[config.mk]
export PLATFORM = sky130hd
export DESIGN_NAME = scanchain_reader
export DESIGN_NICKNAME = d
export VERILOG_FILES = /design/src/rtl/scanchain_reader.sv
export SDC_FILE = /design/constraint.sdc
export NUM_CORES = 1
export LEC_CHECK = 0
export BUFFER_PORTS_ARGS = -buffer_cell sky130_fd_sc_hd__buf_2
export CORE_MARGIN = 3
export CORE_UTILIZATION = 39
export CTS_CLUSTER_DIAMETER = 40
export DETAILED_ROUTE_END_ITERATION = 6
export GPL_TIMING_DRIVEN = 0
export PLACE_DENSITY = 0.62
export SKIP_LAST_GASP = 1
export SYNTH_ARGS = -nofsm -noshare
export SYNTH_HDL_FRONTEND = slang
export SYNTH_SLANG_ARGS = --single-unit
export TNS_END_PERCENT = 100
[constraint.sdc]
create_clock -name clk -period 3.65 [get_ports clk]
set_input_delay 0.1825 -clock clk [delete_from_list [all_inputs] [get_ports clk]]
set_output_delay 0.1825 -clock clk [all_outputs]
set_load 0.02 [all_outputs]
[src/rtl/scanchain_reader.sv]
// Scan chain read-back engine: shifts an address in, pulses capture, then shifts the payload out.
// Define SCANCHAIN_READER_SYNC_EN to pass scan_out through a 2-flop synchronizer.

module scanchain_reader #(
  parameter int CLOCK_FREQ          = 100_000_000,
  parameter int CLOCKS_PER_SCAN_CLK = 100_000,
  parameter int ADDR_BITS           = 12,
  parameter int PAYLOAD_BITS        = 169
) (
  input  logic                    clk,
  input  logic                    reset,
  input  logic                    read_valid,
  output logic                    read_ready,
  input  logic [ADDR_BITS-1:0]    read_addr,
  output logic                    resp_valid,
  input  logic                    resp_ready,
  output logic [PAYLOAD_BITS-1:0] resp_data,
  output logic                    busy,
  output logic                    scan_clk,
  output logic                    scan_en,
  output logic                    scan_in,
  input  logic                    scan_out
);

  localparam int C    = CLOCKS_PER_SCAN_CLK;
  localparam int DW   = $clog2(C);
  localparam int MAXB = (ADDR_BITS > PAYLOAD_BITS) ? ADDR_BITS : PAYLOAD_BITS;
  localparam int BW   = $clog2(MAXB + 1);

  localparam logic [DW-1:0] DIV_LAST  = DW'(C - 1);
  localparam logic [DW-1:0] DIV_HALF  = DW'(C / 2);
  localparam logic [BW-1:0] ADDR_LAST = BW'(ADDR_BITS - 1);
  localparam logic [BW-1:0] PAY_LAST  = BW'(PAYLOAD_BITS - 1);

  localparam logic [2:0] S_IDLE    = 3'd0;
  localparam logic [2:0] S_ADDR    = 3'd1;
  localparam logic [2:0] S_CAPTURE = 3'd2;
  localparam logic [2:0] S_SHIFT   = 3'd3;
  localparam logic [2:0] S_RESP    = 3'd4;

  if (C < 4 || (C % 2) != 0 || CLOCK_FREQ <= 0) begin : g_bad_cfg
    $error("scanchain_reader: CLOCKS_PER_SCAN_CLK must be even and >= 4");
  end

  logic [2:0]              state_q, state_d;
  logic [DW-1:0]           div_q, div_d;
  logic [BW-1:0]           bit_q, bit_d;
  logic [ADDR_BITS-1:0]    addr_q, addr_d;
  logic [PAYLOAD_BITS-1:0] shreg_q, shreg_d;
  logic [PAYLOAD_BITS-1:0] data_q, data_d;
  logic                    valid_q, valid_d;
  logic                    sclk_q, sclk_d;
  logic                    sen_q, sen_d;
  logic                    sin_q, sin_d;
  logic                    sample_bit;
  logic                    bit_end;

`ifdef SCANCHAIN_READER_SYNC_EN
  // Synchronizer delay of two clk cycles pushes the sample point past mid-period.
  localparam logic [DW-1:0] SAMPLE_AT = DW'(C / 2 + 1);
  logic sync1_q, sync2_q;

  always_ff @(posedge clk or negedge reset) begin
    if (!reset) begin
      sync1_q <= 1'b0;
      sync2_q <= 1'b0;
    end else begin
      sync1_q <= scan_out;
      sync2_q <= sync1_q;
    end
  end

  assign sample_bit = sync2_q;
`else
  localparam logic [DW-1:0] SAMPLE_AT = DW'(C / 2 - 1);
  assign sample_bit = scan_out;
`endif

  assign bit_end = (div_q == DIV_LAST);

  always_comb begin
    state_d = state_q;
    div_d   = div_q;
    bit_d   = bit_q;
    addr_d  = addr_q;
    shreg_d = shreg_q;
    data_d  = data_q;
    valid_d = valid_q;
    sen_d   = sen_q;
    sin_d   = sin_q;

    if (state_q == S_ADDR || state_q == S_CAPTURE || state_q == S_SHIFT) begin
      div_d = bit_end ? '0 : div_q + 1'b1;
    end

    case (state_q)
      S_IDLE: begin
        if (read_valid) begin
          state_d = S_ADDR;
          addr_d  = read_addr;
          shreg_d = '0;
          div_d   = '0;
          bit_d   = '0;
          sen_d   = 1'b1;
          sin_d   = read_addr[ADDR_BITS-1];
        end
      end
      S_ADDR: begin
        if (bit_end) begin
          if (bit_q == ADDR_LAST) begin
            state_d = S_CAPTURE;
            bit_d   = '0;
            sen_d   = 1'b0;
            sin_d   = 1'b0;
          end else begin
            bit_d  = bit_q + 1'b1;
            addr_d = addr_q << 1;
            sin_d  = addr_d[ADDR_BITS-1];
          end
        end
      end
      S_CAPTURE: begin
        if (bit_end) begin
          state_d = S_SHIFT;
          sen_d   = 1'b1;
          sin_d   = 1'b0;
        end
      end
      S_SHIFT: begin
        if (div_q == SAMPLE_AT) begin
          shreg_d = {shreg_q[PAYLOAD_BITS-2:0], sample_bit};
        end
        // The final sample may land on the same edge as the period end, so load from shreg_d.
        if (bit_end) begin
          if (bit_q == PAY_LAST) begin
            state_d = S_RESP;
            bit_d   = '0;
            data_d  = shreg_d;
            valid_d = 1'b1;
            sen_d   = 1'b0;
          end else begin
            bit_d = bit_q + 1'b1;
          end
        end
      end
      S_RESP: begin
        if (resp_ready) begin
          valid_d = 1'b0;
          state_d = S_IDLE;
        end
      end
      default: state_d = S_IDLE;
    endcase

    sclk_d = (state_d == S_ADDR || state_d == S_CAPTURE || state_d == S_SHIFT) &&
             (div_d >= DIV_HALF);
  end

  always_ff @(posedge clk or negedge reset) begin
    if (!reset) begin
      state_q <= S_IDLE;
      div_q   <= '0;
      bit_q   <= '0;
      addr_q  <= '0;
      shreg_q <= '0;
      data_q  <= '0;
      valid_q <= 1'b0;
      sclk_q  <= 1'b0;
      sen_q   <= 1'b0;
      sin_q   <= 1'b0;
    end else begin
      state_q <= state_d;
      div_q   <= div_d;
      bit_q   <= bit_d;
      addr_q  <= addr_d;
      shreg_q <= shreg_d;
      data_q  <= data_d;
      valid_q <= valid_d;
      sclk_q  <= sclk_d;
      sen_q   <= sen_d;
      sin_q   <= sin_d;
    end
  end

  assign read_ready = (state_q == S_IDLE);
  assign busy       = (state_q != S_IDLE);
  assign resp_valid = valid_q;
  assign resp_data  = data_q;
  assign scan_clk   = sclk_q;
  assign scan_en    = sen_q;
  assign scan_in    = sin_q;

endmodule

* After elaboration in Yosys (flattened, before gate mapping) *
Cells that the tools add are included.

storage, ports and cells
  register bits after elaboration = 381
  bits of input ports = 17
  output and inout bits = 175
  logic and storage cells = 93

cells by class
  add/sub/neg operators = 2
  magnitude comparators = 1
  equality and inequality tests = 19
  multiplexer cells = 41
  reduce and logical (&&, ||, !) cells = 20

operators by type and width
  cell                                                                  number
  two-way mux 169 bit                                                   2
  one-hot mux 169 bit (2 select lines)                                  1
  two-way mux 17 bit                                                    4
  two-way mux 8 bit                                                     5
  two-way mux 11 bit                                                    3
  one-hot mux 8 bit (3 select lines)                                    1
  one-hot mux 11 bit (2 select lines)                                   1
  two-way mux 3 bit                                                     7
  adder 17 x 1 -> 17 bit (second input constant)                        1
  == test 17 x 16 -> 1 bit (second input constant)                      1
  == test 17 bit (second input constant)                                1
  greater-or-equal comparator 17 x 16 -> 1 bit (second input constant)  1
  AND reduction 4 bit                                                   4
  one-hot mux 3 bit (5 select lines)                                    1
  two-way mux 1 bit                                                     13
  == test 3 x 2 -> 1 bit (second input constant)                        4
  != test 2 bit (second input constant)                                 6
  nonzero test 3 bit                                                    3
  adder 8 x 1 -> 8 bit (second input constant)                          1
  == test 8 x 4 -> 1 bit (second input constant)                        1
  == test 8 bit (second input constant)                                 1
  AND reduction 7 bit                                                   1
  == test 3 x 1 -> 1 bit (second input constant)                        2
  nonzero test 2 bit                                                    3
  other kinds (11)                                                      15

* Longest topological paths before layout *
  word-level depth = 8
  mapped depth = 10
  depth with buffers taken out = 8

* Worst setup path after synthesis *
OpenSTA, ideal clock, no wires.

  path type = register -> register
  start = register div_q[0]
  end = register bit_q[3]
  library setup time = 95 ps
  arrival = 2496 ps
  required time = 3555 ps
  slack = 1059 ps
  stages on the path, launching flop included = 9
  path buffers = 1
  period minus slack after synthesis = 2591 ps
  cells stage by stage = dfrtp_1 -> ha_1 -> nand3_2 -> or4_4 -> or4_4 -> a21o_4 -> or2_0 -> buf_2 -> o31ai_1

on the way
  longest elaborated chain between the ends = 3
  elaborated cells on any way between the ends = 4
  classes of those cells = 3 x eq/ne; 1 x reduce/logical

ends and longest elaborated chain
  element                                 RTL line  source
  start, declared                         46        logic [DW-1:0] div_q, div_d;
  start signal, assigned                  173       div_q <= div_d;
  == test 17 bit *                        79        assign bit_end = (div_q == DIV_LAST);
  != test 2 bit (no source line)          n/a
  AND reduction 4 bit (no source line) *  n/a
  end signal, assigned                    174       bit_q <= bit_d;
  end, declared                           47        logic [BW-1:0] bit_q, bit_d;

Every way passes the cells marked *; elsewhere a longest branch is shown, timed or not.
A chain may end at the register's enable or synchronous reset.

* Final worst setup path *
  start = register div_q[0]
  end = register shreg_q[142]

on the way
  longest elaborated chain between the ends = 3

ends and longest elaborated chain
  element                               RTL line  source
  == test 17 x 16 -> 1 bit              130       if (div_q == SAMPLE_AT) begin
  two-way mux 169 bit                   130
  one-hot mux 169 bit (2 select lines)  96        case (state_q)
  end signal, assigned                  176       shreg_q <= shreg_d;
  end, declared                         49        logic [PAYLOAD_BITS-1:0] shreg_q, shreg_d;

No other way between the ends.

==> metrics.md <==
| Metric | Value |
|---|---|
| CP startpoint | `div_q[0]$_DFF_PN0_` |
| Number of antenna diodes | `0` |
| WP data arrival | `3840 ps` |
| Crit path max fanout | `10` |
| Total Power | `0.0103 W` |
| Final hold vios | `0` |
| Seq. cell area | `between 9000 and 10000 um2` |
| Ys async rst share | `1.00` |
| Die W | `213 um` |
| Hpwl dp | `28.7 mm` |
| Global placement routability congestion | `between 0.8 and 0.9` |
| PD cells | `495 nW/um2` |
| Clock H-tree levels | `2` |
| Pre-antenna DRT Iters | `7` |
| IO buf count | `191` |
| Fmax | `297 MHz` |
| Post-placement setup slack | `-394 ps` |
| Maximum VDD drop | `395 uV` |
| Status | `completed` |
| DRC | `0` |
| Unique masters post-synth | `50` |
| FF-to-FF path depth | `10` |
| DR iter-0 viols | `just over 1000` |
| Die Area | `45600 um2` |
| Post-Layout Cell Count | `approximately 2600` |
| Synth Flop Type | `dfrtp_1` |
| Final Net Count | `2053` |
| Multi-input logic area | `6690 um2` |
| Syn nets | `around 1800` |
| Final TNS setup | `0 ps` |
| Share of the cycle needed by the critical path after routing | `0.921` |
| Fin util | `0.492` |
| Largest net degree at the start of global routing | `122` |
| CTS root buffer | `clkbuf_16` |
| First-pass GRT wire length | `69.8 mm` |
| End point of the worst hold path | `scan_in$_DFFE_PN0P_` |
| Yosys Warn Count | `0` |
| Reg2Reg Setup Slack | `290 ps` |
| Placed cell count | `2495` |
| Clk sink count | `381` |
| WL per Instance | `approximately 16 um` |
| HP Start | `read_addr[11]` |
| CTS tree | `yes` |
| Critical R2R Launch | `div_q[0]$_DFF_PN0_` |
| Layout cells sized above 1 | `0.164` |
| Via-to-Cell Ratio | `5.09` |
| Static leakage | `9.66 nW` |
| CTS Buf Count | `60` |
| Setup ws final | `288 ps` |
| Avg Synthesized Cell Area | `9.52 um2` |
| Min Tclk post-route | `3360 ps` |
| Post-synthesis sequential area ratio | `0.568` |
| RSZ-0062 raised after global routing | `no` |
| Setup violations, final | `0` |
| Worst reg2reg endpoint | `shreg_q[142]$_DFFE_PN0P_` |
| Clk Latency, worst-skew pair | `approximately 600 ps` |
| HP Class | `input port to flip-flop` |
| Worst rel slew slack | `0.272` |
| Worst-Margin Slew | `1090 ps` |
| Clock Path Buffers | `3` |
| Critical Path Sink Type | `flip-flop` |
| Max Clock Skew | `about 18 ps` |
| Final antenna-violating net count | `0` |
| Layout area overhead | `23.9%` |
| All-Layer GR Usage | `0.189` |
| Initial antenna violation count | `0` |
| Vias in the first global route | `around 13000` |
| WS Path Type | `flip-flop to flip-flop` |
| Syn Inst Count | `1762` |
| CP Launch Type | `flip-flop` |
| Ports | `192` |
| Worst EP required | `4130 ps` |
| Core ar. | `approximately 42000 um2` |
| Die height | `213 um` |
| Seq cells post-synth | `about 380` |
| Netlist Area Pre-Place | `16800 um2` |
| Max-slew violation count | `0` |
| Layout fillers | `approximately 3900` |
| Post-synth EDFFs | `0` |
| GRT overflow | `0` |
| Post-Route WL | `42.5 mm` |
| Initial Util | `0.397` |
| Clk slew on worst S/H paths | `60 ps` |
| Max-cap violations | `0` |
| Total number of vias | `13300` |
| Num rows | `75` |
| Worst Hold Path Cells | `5` |
[critical path, cell delays in order (launching register included)]
cell	delay, ps
dfrtp_1	400
ha_1	200
nand3_2	150
or4_4	570
nor4_1	290
clkbuf_2	360
nand3_2	300
clkbuf_1	420
clkbuf_1	330
nand3_1	150
nand2_1	70
[report_power, final]
group	total (W)	switching, W	internal, W
registers	0.00423	0	0.00423
clock network	0.00594	0.00214	0.00380
logic	0.000115	0.0000882	0.0000267
total	0.0103	0.00223	0.00806
[cell usage after synthesis (5+ instances only)]
master      n  area share
xor2_1      7      0.0037
clkbuf_1   88       0.020
a21oi_1    21      0.0063
buf_1      13      0.0029
nand2_1   530        0.12
o21ai_0    12      0.0036
o31ai_1     9      0.0040
nor4_1      8      0.0030
nor2_1     36      0.0081
dfrtp_1   381        0.57
o21ai_1   172       0.051
nand3_1   183       0.055
nand4_1     7      0.0026
nor2b_1     5      0.0019
xnor2_1     8      0.0042
inv_1      13      0.0029
buf_2      24      0.0072
nor3_1      6      0.0018
mux2i_1   180        0.11
[worst max path at each step]
stage,end,cells past startpoint
finish,shreg_q[142]$_DFFE_PN0P_,10
global route,shreg_q[58]$_DFFE_PN0P_,10
CTS,shreg_q[39]$_DFFE_PN0P_,10
detailed placement,shreg_q[166]$_DFFE_PN0P_,10
global placement,resp_data[92]$_DFFE_PN0P_,1
floorplan,bit_q[3]$_DFFE_PN0P_,8
[final cells by class]
| class | count | share of cell area |
|---|---|---|
| plain buffers | 126 | 0.0247 |
| clock buffers | 70 | 0.0764 |
| clock inverters | 41 | 0.0257 |
| inverters | 13 | 0.00235 |
| multi-input cells | 1241 | 0.322 |
| flip-flops and latches | 381 | 0.459 |
| well taps | 539 | 0.0324 |
| repair buffers | 210 | 0.0579 |
[layout by cell type (no fill, tap or decap), types with 4 or more instances in the layout]
master         instances
o21ai_0               12
nand3_1              182
nor3_1                 6
clkinv_4               4
dlygate4sd3_1         14
buf_1                 13
a21oi_1               21
dfrtp_1              381
nor2_1                36
nand4_1                7
o21ai_1              172
inv_1                 13
mux2i_1              180
nor4_1                 8
nand2_1              530
o31ai_1                9
and4_1                 4
clkbuf_8               5
inv_6                 13
clkbuf_16             60
bufinv_16              9
clkbuf_1              90
buf_2                214
buf_4                  4
clkinv_2               7
and2_1                 4
clkinvlp_4             4
xor2_1                 7
a31oi_1                4
a211oi_1               4
xnor2_1                8
nor2b_1                5
[state kept, by name (all words and copies together) (netlist names)]
name / count
addr_q: 11
scan_clk: 1
scan_in: 1
div_q: 17
resp_data: 169
scan_en: 1
bit_q: 8
shreg_q: 169
state_q: 3
resp_valid: 1
[logic make-up after synthesis]
family,synth area share
compound gates,0.0750
xor+xnor,0.00783
fa+ha+maj,0.00224
buf+inv,0.0336
flops,0.568
mux,0.107
simple gates,0.206
[through the flow]
stage                     hold WS [ps]  instance area (um2)
after floorplan                   -113                16800
after global placement             395                18400
after detailed placement           198                18500
after CTS                         58.0                20800
after global routing               116                20800
final                             94.2                20800
[per-layer routing]
metal,global-route usage,part of all wire
met3,0.0477,0.064
met1,0.258,0.46
met4,0.0624,0.027
met2,0.296,0.45
met5,0,0
[repair_timing]
action | in CTS | in global routing
hold endpoints to repair | 85 | 0
endpoints found under the setup margin | 212 | 111
buffers inserted | 2 | 0
hold buffers | 14 | 0
gates resized for setup | 1 | 3
pin swaps | 1 | 0
Note: power is estimated with default switching activity, not from simulation.
